File: src/rtl/time_set_rx.sv
// Serial time-of-day setter and clock.
// A UART receiver (8N1, LSB first) feeds a frame parser that accepts
// "T" + HHMMSS in ASCII and loads the running clock. A one-second
// prescaler advances the clock while frames are in progress.
module time_set_rx #(
    parameter int CLK_HZ = 50000000,
    parameter int BAUD   = 9600
) (
    input  logic       clk,
    input  logic       rst_n,
    input  logic       rxd,
    output logic [6:0] H_out,
    output logic [6:0] M_out,
    output logic [6:0] S_out,
    output logic [6:0] set_time,
    output logic       frame_err
);
    localparam int BAUD_DIV = CLK_HZ / BAUD;
    localparam int HALF_DIV = BAUD_DIV / 2;
    localparam int CNT_W    = $clog2(BAUD_DIV);
    localparam int PRE_W    = $clog2(CLK_HZ);
    localparam logic [7:0] ASCII_T = 8'h54;

    typedef enum logic [1:0] {ST_IDLE, ST_START, ST_DATA, ST_STOP} rx_state_t;

    // receiver state
    logic             rx_sync1_reg, rx_sync2_reg, rx_prev_reg;
    rx_state_t        state_reg, state_next;
    logic [CNT_W-1:0] baud_cnt_reg, baud_cnt_next;
    logic [2:0]       bit_cnt_reg, bit_cnt_next;
    logic [7:0]       shift_reg, shift_next;
    logic             byte_valid_reg, byte_valid_next;
    logic             byte_err_reg, byte_err_next;

    // parser and clock state
    logic [2:0]       set_cnt_reg, set_cnt_next;
    logic [4:0][3:0]  digit_reg, digit_next;
    logic             frame_err_reg;
    logic [6:0]       h_reg, m_reg, s_reg;
    logic [PRE_W-1:0] pre_reg;

    logic             is_digit, frame_start, digit_store;
    logic [3:0]       rx_digit;
    logic [6:0]       hh_val, mm_val, ss_val;
    logic             fields_ok, load_now, err_now, tick;

    // Two-flop synchronizer plus one delayed copy for falling-edge detection.
    always_ff @(posedge clk) begin
        if (!rst_n) begin
            rx_sync1_reg <= 1'b1;
            rx_sync2_reg <= 1'b1;
            rx_prev_reg  <= 1'b1;
        end else begin
            rx_sync1_reg <= rxd;
            rx_sync2_reg <= rx_sync1_reg;
            rx_prev_reg  <= rx_sync2_reg;
        end
    end

    // Receiver state register.
    always_ff @(posedge clk) begin
        if (!rst_n) begin
            state_reg      <= ST_IDLE;
            baud_cnt_reg   <= '0;
            bit_cnt_reg    <= '0;
            shift_reg      <= '0;
            byte_valid_reg <= 1'b0;
            byte_err_reg   <= 1'b0;
        end else begin
            state_reg      <= state_next;
            baud_cnt_reg   <= baud_cnt_next;
            bit_cnt_reg    <= bit_cnt_next;
            shift_reg      <= shift_next;
            byte_valid_reg <= byte_valid_next;
            byte_err_reg   <= byte_err_next;
        end
    end

    // Receiver next state: mid-bit sampling, start-bit glitch rejection, stop check.
    always_comb begin
        state_next      = state_reg;
        baud_cnt_next   = baud_cnt_reg + CNT_W'(1);
        bit_cnt_next    = bit_cnt_reg;
        shift_next      = shift_reg;
        byte_valid_next = 1'b0;
        byte_err_next   = 1'b0;
        case (state_reg)
            ST_IDLE: begin
                baud_cnt_next = '0;
                if (rx_prev_reg && !rx_sync2_reg) begin
                    state_next = ST_START;
                end
            end
            ST_START: begin
                if (baud_cnt_reg == CNT_W'(HALF_DIV - 1)) begin
                    baud_cnt_next = '0;
                    bit_cnt_next  = '0;
                    state_next    = rx_sync2_reg ? ST_IDLE : ST_DATA;
                end
            end
            ST_DATA: begin
                if (baud_cnt_reg == CNT_W'(BAUD_DIV - 1)) begin
                    baud_cnt_next = '0;
                    shift_next    = {rx_sync2_reg, shift_reg[7:1]};
                    if (bit_cnt_reg == 3'd7) begin
                        state_next = ST_STOP;
                    end else begin
                        bit_cnt_next = bit_cnt_reg + 3'd1;
                    end
                end
            end
            ST_STOP: begin
                if (baud_cnt_reg == CNT_W'(BAUD_DIV - 1)) begin
                    baud_cnt_next   = '0;
                    state_next      = ST_IDLE;
                    byte_valid_next = rx_sync2_reg;
                    byte_err_next   = !rx_sync2_reg;
                end
            end
            default: state_next = ST_IDLE;
        endcase
    end

    assign is_digit    = (shift_reg >= 8'h30) && (shift_reg <= 8'h39);
    assign rx_digit    = shift_reg[3:0];
    assign frame_start = byte_valid_reg && (shift_reg == ASCII_T);
    assign digit_store = byte_valid_reg && is_digit;

    // Digit slot gi holds the (gi+1)th digit of the frame; a new 'T' clears all.
    genvar gi;
    generate
        for (gi = 0; gi < 5; gi++) begin : g_digit
            assign digit_next[gi] = frame_start ? 4'd0 :
                                    (digit_store && set_cnt_reg == 3'(gi + 1)) ? rx_digit :
                                    digit_reg[gi];
        end
    endgenerate

    // The last seconds digit is taken straight from the receiver, not stored.
    assign hh_val    = 7'(digit_reg[0]) * 7'd10 + 7'(digit_reg[1]);
    assign mm_val    = 7'(digit_reg[2]) * 7'd10 + 7'(digit_reg[3]);
    assign ss_val    = 7'(digit_reg[4]) * 7'd10 + 7'(rx_digit);
    assign fields_ok = (hh_val <= 7'd23) && (mm_val <= 7'd59) && (ss_val <= 7'd59);

    // Frame parser decisions for the byte (or framing error) reported this cycle.
    always_comb begin
        set_cnt_next = set_cnt_reg;
        load_now     = 1'b0;
        err_now      = 1'b0;
        if (byte_err_reg) begin
            if (set_cnt_reg != 3'd0) begin
                err_now      = 1'b1;
                set_cnt_next = 3'd0;
            end
        end else if (byte_valid_reg) begin
            if (shift_reg == ASCII_T) begin
                set_cnt_next = 3'd1;
            end else if (set_cnt_reg != 3'd0) begin
                if (!is_digit) begin
                    err_now      = 1'b1;
                    set_cnt_next = 3'd0;
                end else if (set_cnt_reg == 3'd6) begin
                    set_cnt_next = 3'd0;
                    load_now     = fields_ok;
                    err_now      = !fields_ok;
                end else begin
                    set_cnt_next = set_cnt_reg + 3'd1;
                end
            end
        end
    end

    // Parser registers and the one-cycle error pulse.
    always_ff @(posedge clk) begin
        if (!rst_n) begin
            set_cnt_reg   <= 3'd0;
            digit_reg     <= '0;
            frame_err_reg <= 1'b0;
        end else begin
            set_cnt_reg   <= set_cnt_next;
            digit_reg     <= digit_next;
            frame_err_reg <= err_now;
        end
    end

    assign tick = (pre_reg == PRE_W'(CLK_HZ - 1));

    // One-second prescaler; a load restarts the second.
    always_ff @(posedge clk) begin
        if (!rst_n || load_now || tick) begin
            pre_reg <= '0;
        end else begin
            pre_reg <= pre_reg + PRE_W'(1);
        end
    end

    // Time-of-day registers; a load takes priority over a coincident tick.
    always_ff @(posedge clk) begin
        if (!rst_n) begin
            h_reg <= 7'd0;
            m_reg <= 7'd0;
            s_reg <= 7'd0;
        end else if (load_now) begin
            h_reg <= hh_val;
            m_reg <= mm_val;
            s_reg <= ss_val;
        end else if (tick) begin
            if (s_reg == 7'd59) begin
                s_reg <= 7'd0;
                if (m_reg == 7'd59) begin
                    m_reg <= 7'd0;
                    h_reg <= (h_reg == 7'd23) ? 7'd0 : h_reg + 7'd1;
                end else begin
                    m_reg <= m_reg + 7'd1;
                end
            end else begin
                s_reg <= s_reg + 7'd1;
            end
        end
    end

    assign H_out     = h_reg;
    assign M_out     = m_reg;
    assign S_out     = s_reg;
    assign set_time  = {4'b0000, set_cnt_reg};
    assign frame_err = frame_err_reg;

endmodule

File: config.mk
export PLATFORM = sky130hd
export DESIGN_NAME = time_set_rx
export DESIGN_NICKNAME = d
export VERILOG_FILES = /design/src/rtl/time_set_rx.sv
export SDC_FILE = /design/constraint.sdc
export NUM_CORES = 1
export LEC_CHECK = 0
export BUFFER_PORTS_ARGS = -buffer_cell sky130_fd_sc_hd__clkbuf_2
export CAP_MARGIN = 20
export CORE_UTILIZATION = 65
export DETAILED_ROUTE_END_ITERATION = 6
export GPL_ROUTABILITY_DRIVEN = 0
export PLACE_DENSITY = 0.84
export SLEW_MARGIN = 20
export SYNTH_ARGS = -nofsm -noshare
export SYNTH_HDL_FRONTEND = slang
export SYNTH_SLANG_ARGS = --single-unit
File: constraint.sdc
create_clock -name clk -period 6.7 [get_ports clk]
set_input_delay 0.335 -clock clk [delete_from_list [all_inputs] [get_ports clk]]
set_output_delay 0.335 -clock clk [all_outputs]
set_load 0.01 [all_outputs]
# --- After elaboration in Yosys (flattened, before gate mapping) ---
# Index checks and enable logic that the tools add are counted.
totals:
  regBits: 102
op_classes:
  addsub: 10
  mul: 3
  magnitude_cmp: 5
  eq_ne: 24
  mux: 46
  bitwise: 1
  reduce_logical: 33
ops:
  columns: ["cell", "n"]
  rows:
  - ["two-way mux 7 bit", 12]
  - ["case mux 13 bit (3 select lines)", 1]
  - ["two-way mux 3 bit", 10]
  - ["adder 26 x 1 -> 26 bit (second input constant)", 1]
  - ["equality test 26 bit (second input constant)", 1]
  - ["two-way mux 13 bit", 2]
  - ["adder 7 x 1 -> 7 bit (second input constant)", 3]
  - ["adder 7 x 4 -> 7 bit", 3]
  - ["multiplier 4 x 3 -> 6 bit (second input constant)", 3]
  - ["equality test 7 x 6 -> 1 bit (second input constant)", 2]
  - ["<= comparator 7 x 6 -> 1 bit (second input constant)", 2]
  - ["adder 13 x 1 -> 13 bit (second input constant)", 1]
  - ["equality test 13 x 12 -> 1 bit (second input constant)", 1]
  - ["equality test 13 bit (second input constant)", 1]
  - ["two-way mux 1 bit", 13]
  - ["equality test 3 bit (second input constant)", 4]
  - ["two-way mux 2 bit", 6]
  - ["!= test 2 bit (second input constant)", 6]
  - ["nonzero test 2 bit", 6]
  - ["logical AND 1 bit", 11]
  - ["AND reduction 3 bit", 3]
  - ["equality test 8 x 7 -> 1 bit (second input constant)", 1]
  - ["greater-or-equal comparator 8 x 6 -> 1 bit (second input constant)", 1]
  - ["<= comparator 8 x 6 -> 1 bit (second input constant)", 1]
  - ["19 further kinds", 27]

# --- Depth between registers and ports, before layout ---
logic_depth:
  depth_word: 13
  ltp_mapped: 11
  depth_no_buf: 10

# --- Worst setup path before layout ---
# OpenSTA, ideal clock, no wires.
synth_path:
  kind: "reg2reg"
  start: "register digit_reg[17] in the netlist's numbering"
  end: "register m_reg[1] (netlist: M_out[1])"
  setup_time_ps: 116
  arrival_ps: 2713
  t_required_ps: 6584
  slack_ps: 3872
  stages_incl_launch_ff: 12
  n_path_buf: 1
  synth_period_minus_slack_ps: 2828
  cell_sequence: "dfxtp_1 > ha_1 > ha_1 > inv_1 > fa_1 > nand2b_1 > or4_1 > and4_4 > nand3_4 > nor3_2 > buf_6 > a31o_1"
synth_via:
  elab_chain_cells: 12
  elab_cells_between_ends: 14
synth_lines:
  columns: ["element", "line", "rtl"]
  rows:
  - ["start: declaration", "37", "logic [4:0][3:0] digit_reg, digit_next;"]
  - ["start signal: assignment", "181", "digit_reg <= digit_next;"]
  - ["multiplier 4 x 3 -> 6 bit (*)", "142", "assign ss_val = 7'(digit_reg[4]) * 7'd10 + 7'(rx_digit);"]
  - ["adder 7 x 4 -> 7 bit (*)", "142", null]
  - ["<= comparator 7 x 6 -> 1 bit (*)", "143", "assign fields_ok = (hh_val <= 7'd23) && (mm_val <= 7'd59) && (ss_val <= 7'd59);"]
  - ["logical AND 1 bit (*)", "143", null]
  - ["two-way mux 1 bit (*)", "162", "end else if (set_cnt_reg == 3'd6) begin"]
  - ["two-way mux 1 bit (*)", "159", "if (!is_digit) begin"]
  - ["two-way mux 1 bit (*)", "158", "end else if (set_cnt_reg != 3'd0) begin"]
  - ["two-way mux 1 bit (*)", "156", "if (shift_reg == ASCII_T) begin"]
  - ["two-way mux 1 bit (*)", "155", "end else if (byte_valid_reg) begin"]
  - ["two-way mux 1 bit (*)", "150", "if (byte_err_reg) begin"]
  - ["nonzero test 2 bit (no line)", null, null]
  - ["AND reduction 2 bit (no line)", null, null]
  - ["end signal: assignment", "205", "m_reg <= mm_val;"]
  - ["end signal: assignment", "214", "m_reg <= m_reg + 7'd1;"]
  - ["end: declaration", "39", "logic [6:0] h_reg, m_reg, s_reg;"]
# Every way passes the cells marked *; elsewhere a longest branch is shown, timed or not.
# A chain may end at the register's enable or synchronous reset.

# --- Final worst setup path ---
layout_path:
  start: "register digit_reg[17] in the netlist's numbering"
  end: "register s_reg[3] (netlist: S_out[3])"
layout_via:
  elab_chain_cells: 11
  elab_cells_between_ends: 12
layout_lines:
  columns: ["element", "line", "rtl"]
  rows:
  - ["multiplier 4 x 3 -> 6 bit (*)", "142", null]
  - ["adder 7 x 4 -> 7 bit (*)", "142", null]
  - ["<= comparator 7 x 6 -> 1 bit", "143", null]
  - ["logical AND 1 bit", "143", null]
  - ["two-way mux 1 bit", "162", null]
  - ["two-way mux 1 bit", "159", null]
  - ["two-way mux 1 bit", "158", null]
  - ["two-way mux 1 bit", "156", null]
  - ["two-way mux 1 bit", "155", null]
  - ["two-way mux 1 bit", "150", null]
  - ["two-way mux 7 bit / nonzero test 2 bit (equally long branches)", null, null]
  - ["end signal: assignment", "206", "s_reg <= ss_val;"]
  - ["end signal: assignment", "217", "s_reg <= s_reg + 7'd1;"]
  - ["end: declaration", "39", null]
# Marks and branches as above.

==> out/results.ini <==
[status]
run_status=completed

[route]
firstDrtPassIters=5
routed_wl_um=12300
vias_per_cell=6.12
wl_per_cell_um=16.1
drt_iter0_markers=166
num_vias=4697
drc=0
ant_nets=0

[yosys]
synth_xor_area_frac=0.0807
synth_compound_area_frac=0.0977
synth_top_area_share=0.355
synth_edf_count=0
synth.largest_area_cell=dfxtp_1
synthesis.area_mm2=0.00575
syn_area_per_cell_um2=9.00
synthTopCellsByArea=dfxtp_1 36%, mux2i_1 6.4%, ha_1 5.9%, nor2_1 5.5%, xnor2_1 4.3%
yosys.area_share.adder=0.0796
synth-seq-area-share=0.355
yosys_most_used_dff=dfxtp_1
syn_inst=639
synthMuxAreaShare=0.0664
yosys.area_share.simple=0.278
synth.distinct_cells=77
synthArstFlopShare=0
ys_seq_elements=102
yosys_warnings=0
synth_top_family_by_area=simple AND/OR/NAND/NOR gates

[worst_setup_path]
crit_start=digit_reg[17]
worstSetupEndpoint=S_out[3]
required_ps=6930
rr_startpoint=digit_reg[17]
end_kind=flop
start_kind=flop
rrSetupSlack_ps=3290
worstPathArrival_ps=3640
critPathMaxFanout=11
path_class=reg2reg
ff2ff_path_depth=10
r2r_end=S_out[3]

[cts]
clk_pin_slew_ps=100
clkLatencyLatePin_ps=370
clock_sinks=102
numCtsBuffers=9
post_cts_resized=0
root_buffer=clkbuf_8
cts_tree=done
holdBufCountCts=0
post_cts.repair.setup_buffers=0
h-tree-depth=3
clockBufferDepth=2

[finish]
fin_util=0.727
diodes=0
nets=693
syn_to_final_growth_pct=5.90
nFillCells=657
drive_above_1_share=0.107
postLayoutCellArea_mm2=0.00609
largest_reg_flops=26
stdcell_count=767

[global_route]
grt_pass1_vias=4513
grt_max_degree=33
grtUsageMet1=0.354
use_met2=0.495
top_usage_layer=met2
met3_usage=0.0427
grt_pass1_wl_um=20500
grt_usage=0.285
antenna_found_initial=0
grt_overflow_total=0

[timing]
hold_violations=0
slew_headroom=0.354
setup_viol=0
min_period_ps=3410
rsz0062_at_grt=false
clock.fmax_mhz=293
hold_slack_ps=143
final_max_slew_viol_count=0
finalSetupTns_ps=0
worstMarginPinSlew_ps=964
period_share=0.509
skew_ps=12.5

[die]
die-area_mm2=0.00923
num_rows=33
core_area_mm2=0.00838
die_y_um=96.1
fp.dieW_um=96.1
pin_count=32
start_util=0.686

[worst_hold_path]
hold_path.class=in2reg

[power]
p_leak_nw=2.37
p_per_area_mw_per_mm2=163
vdd_drop_max_uv=129

[flow_run]
cap_violations=0

[place]
place_hpwl_um=9010
placed_area_mm2=0.00590
dp_cells=750
io_buffers=27

## Yosys cell counts, drive strengths merged, types with 2 or more instances
master  count
dfxtp     102
nor2       86
mux2i      37
nor3       33
nand2      31
xnor2      28
ha         27
a21oi      25
nand3      25
xor2       25
inv        23
nand4      21
o21ai      21
buf        16
and3       10
clkbuf     10
nor4       10
and4        9
nand2b      9
and2        8
nor4b       8
fa          6
nor2b       6
o41ai       6
a21boi      5
nor4bb      4
o21a        4
o31ai       4
or2         4
a21o        3
a311oi      3
and4bb      3
nand4b      2
or4         2
## where the power goes
part	internal, mW	switching, mW	total [mW]
clock	0.140	0.222	0.362
sequential	0.608	0.00191	0.610
combinational	0.00576	0.0150	0.0208
## kinds of logic after synthesis
| family | after synthesis |
|---|---|
| mux | 38 |
| compound gates | 84 |
| flops | 102 |
| xor+xnor | 53 |
| fa+ha+maj | 33 |
| other cells | 1 |
| buf+inv | 50 |
| simple gates | 278 |
## cell usage in the layout (no fill, tap or decap), types with 3 or more instances in the layout
cell,count
ha_1,27
xnor2_1,28
mux2i_1,37
a21o_1,3
nor2_1,85
a311oi_1,3
nor4bb_1,4
o21ai_0,18
nor3_1,30
and4_1,8
inv_1,23
clkbuf_8,9
clkinv_4,4
nand2_1,31
a21boi_0,5
xor2_1,25
o41ai_1,6
and2_1,8
o21a_1,3
nand2b_1,9
fa_1,6
nor4_1,7
a21oi_1,25
nor2b_1,6
nand3_1,23
nor4b_1,5
dfxtp_1,102
clkbuf_2,27
and3_1,10
nand4_1,19
conb_1,4
## area by class of cell
| cell class | count | area [um^2] | area share |
|---|---|---|---|
| Clock buffer | 9 | 124 | 0.0203 |
| Clock inverter | 7 | 57.6 | 0.00945 |
| Inverter | 24 | 90.1 | 0.0148 |
| Multi-Input combinational cell | 490 | 3480 | 0.572 |
| Sequential cell | 102 | 2040 | 0.335 |
| Tap cell | 105 | 131 | 0.0216 |
| Timing Repair Buffer | 30 | 161 | 0.0265 |
## metrics by stage
step / total power, mW / worst slack, ps
after floorplan: 0.643 / 3870
after global placement: 0.644 / 3260
after detailed placement: 0.644 / 3150
after CTS: 0.997 / 3160
after global routing: 1.02 / 3060
final: 0.993 / 3290
## critical path: stages, from the launching register on
cell      delay (ps)
dfxtp_1          350
ha_1             310
ha_1             200
inv_1             60
fa_1             450
nand2b_1         190
o31ai_1          320
and4_4           300
nand3_4          120
nor3_2           760
o21ai_0          210
## routing by layer
layer	part of all wire	wire [um]	up-vias
met5	0	0	-
met1	0.45	5510	2227
met4	0.017	213	0
met2	0.49	6040	128
li1	-	-	2319
met3	0.046	569	23
## worst min-delay path by stage
stage / cells after the start / slack, ps / startpoint / to
floorplan: 1 / 390 / rx_sync1_reg / rx_sync2_reg
global route: 2 / 150 / rxd / rx_sync1_reg
CTS: 2 / 140 / rxd / rx_sync1_reg
detailed placement: 1 / 400 / rx_sync1_reg / rx_sync2_reg
global placement: 1 / 400 / rx_sync1_reg / rx_sync2_reg
finish: 2 / 140 / rxd / rx_sync1_reg
Note: power is estimated with default switching activity, not from simulation.
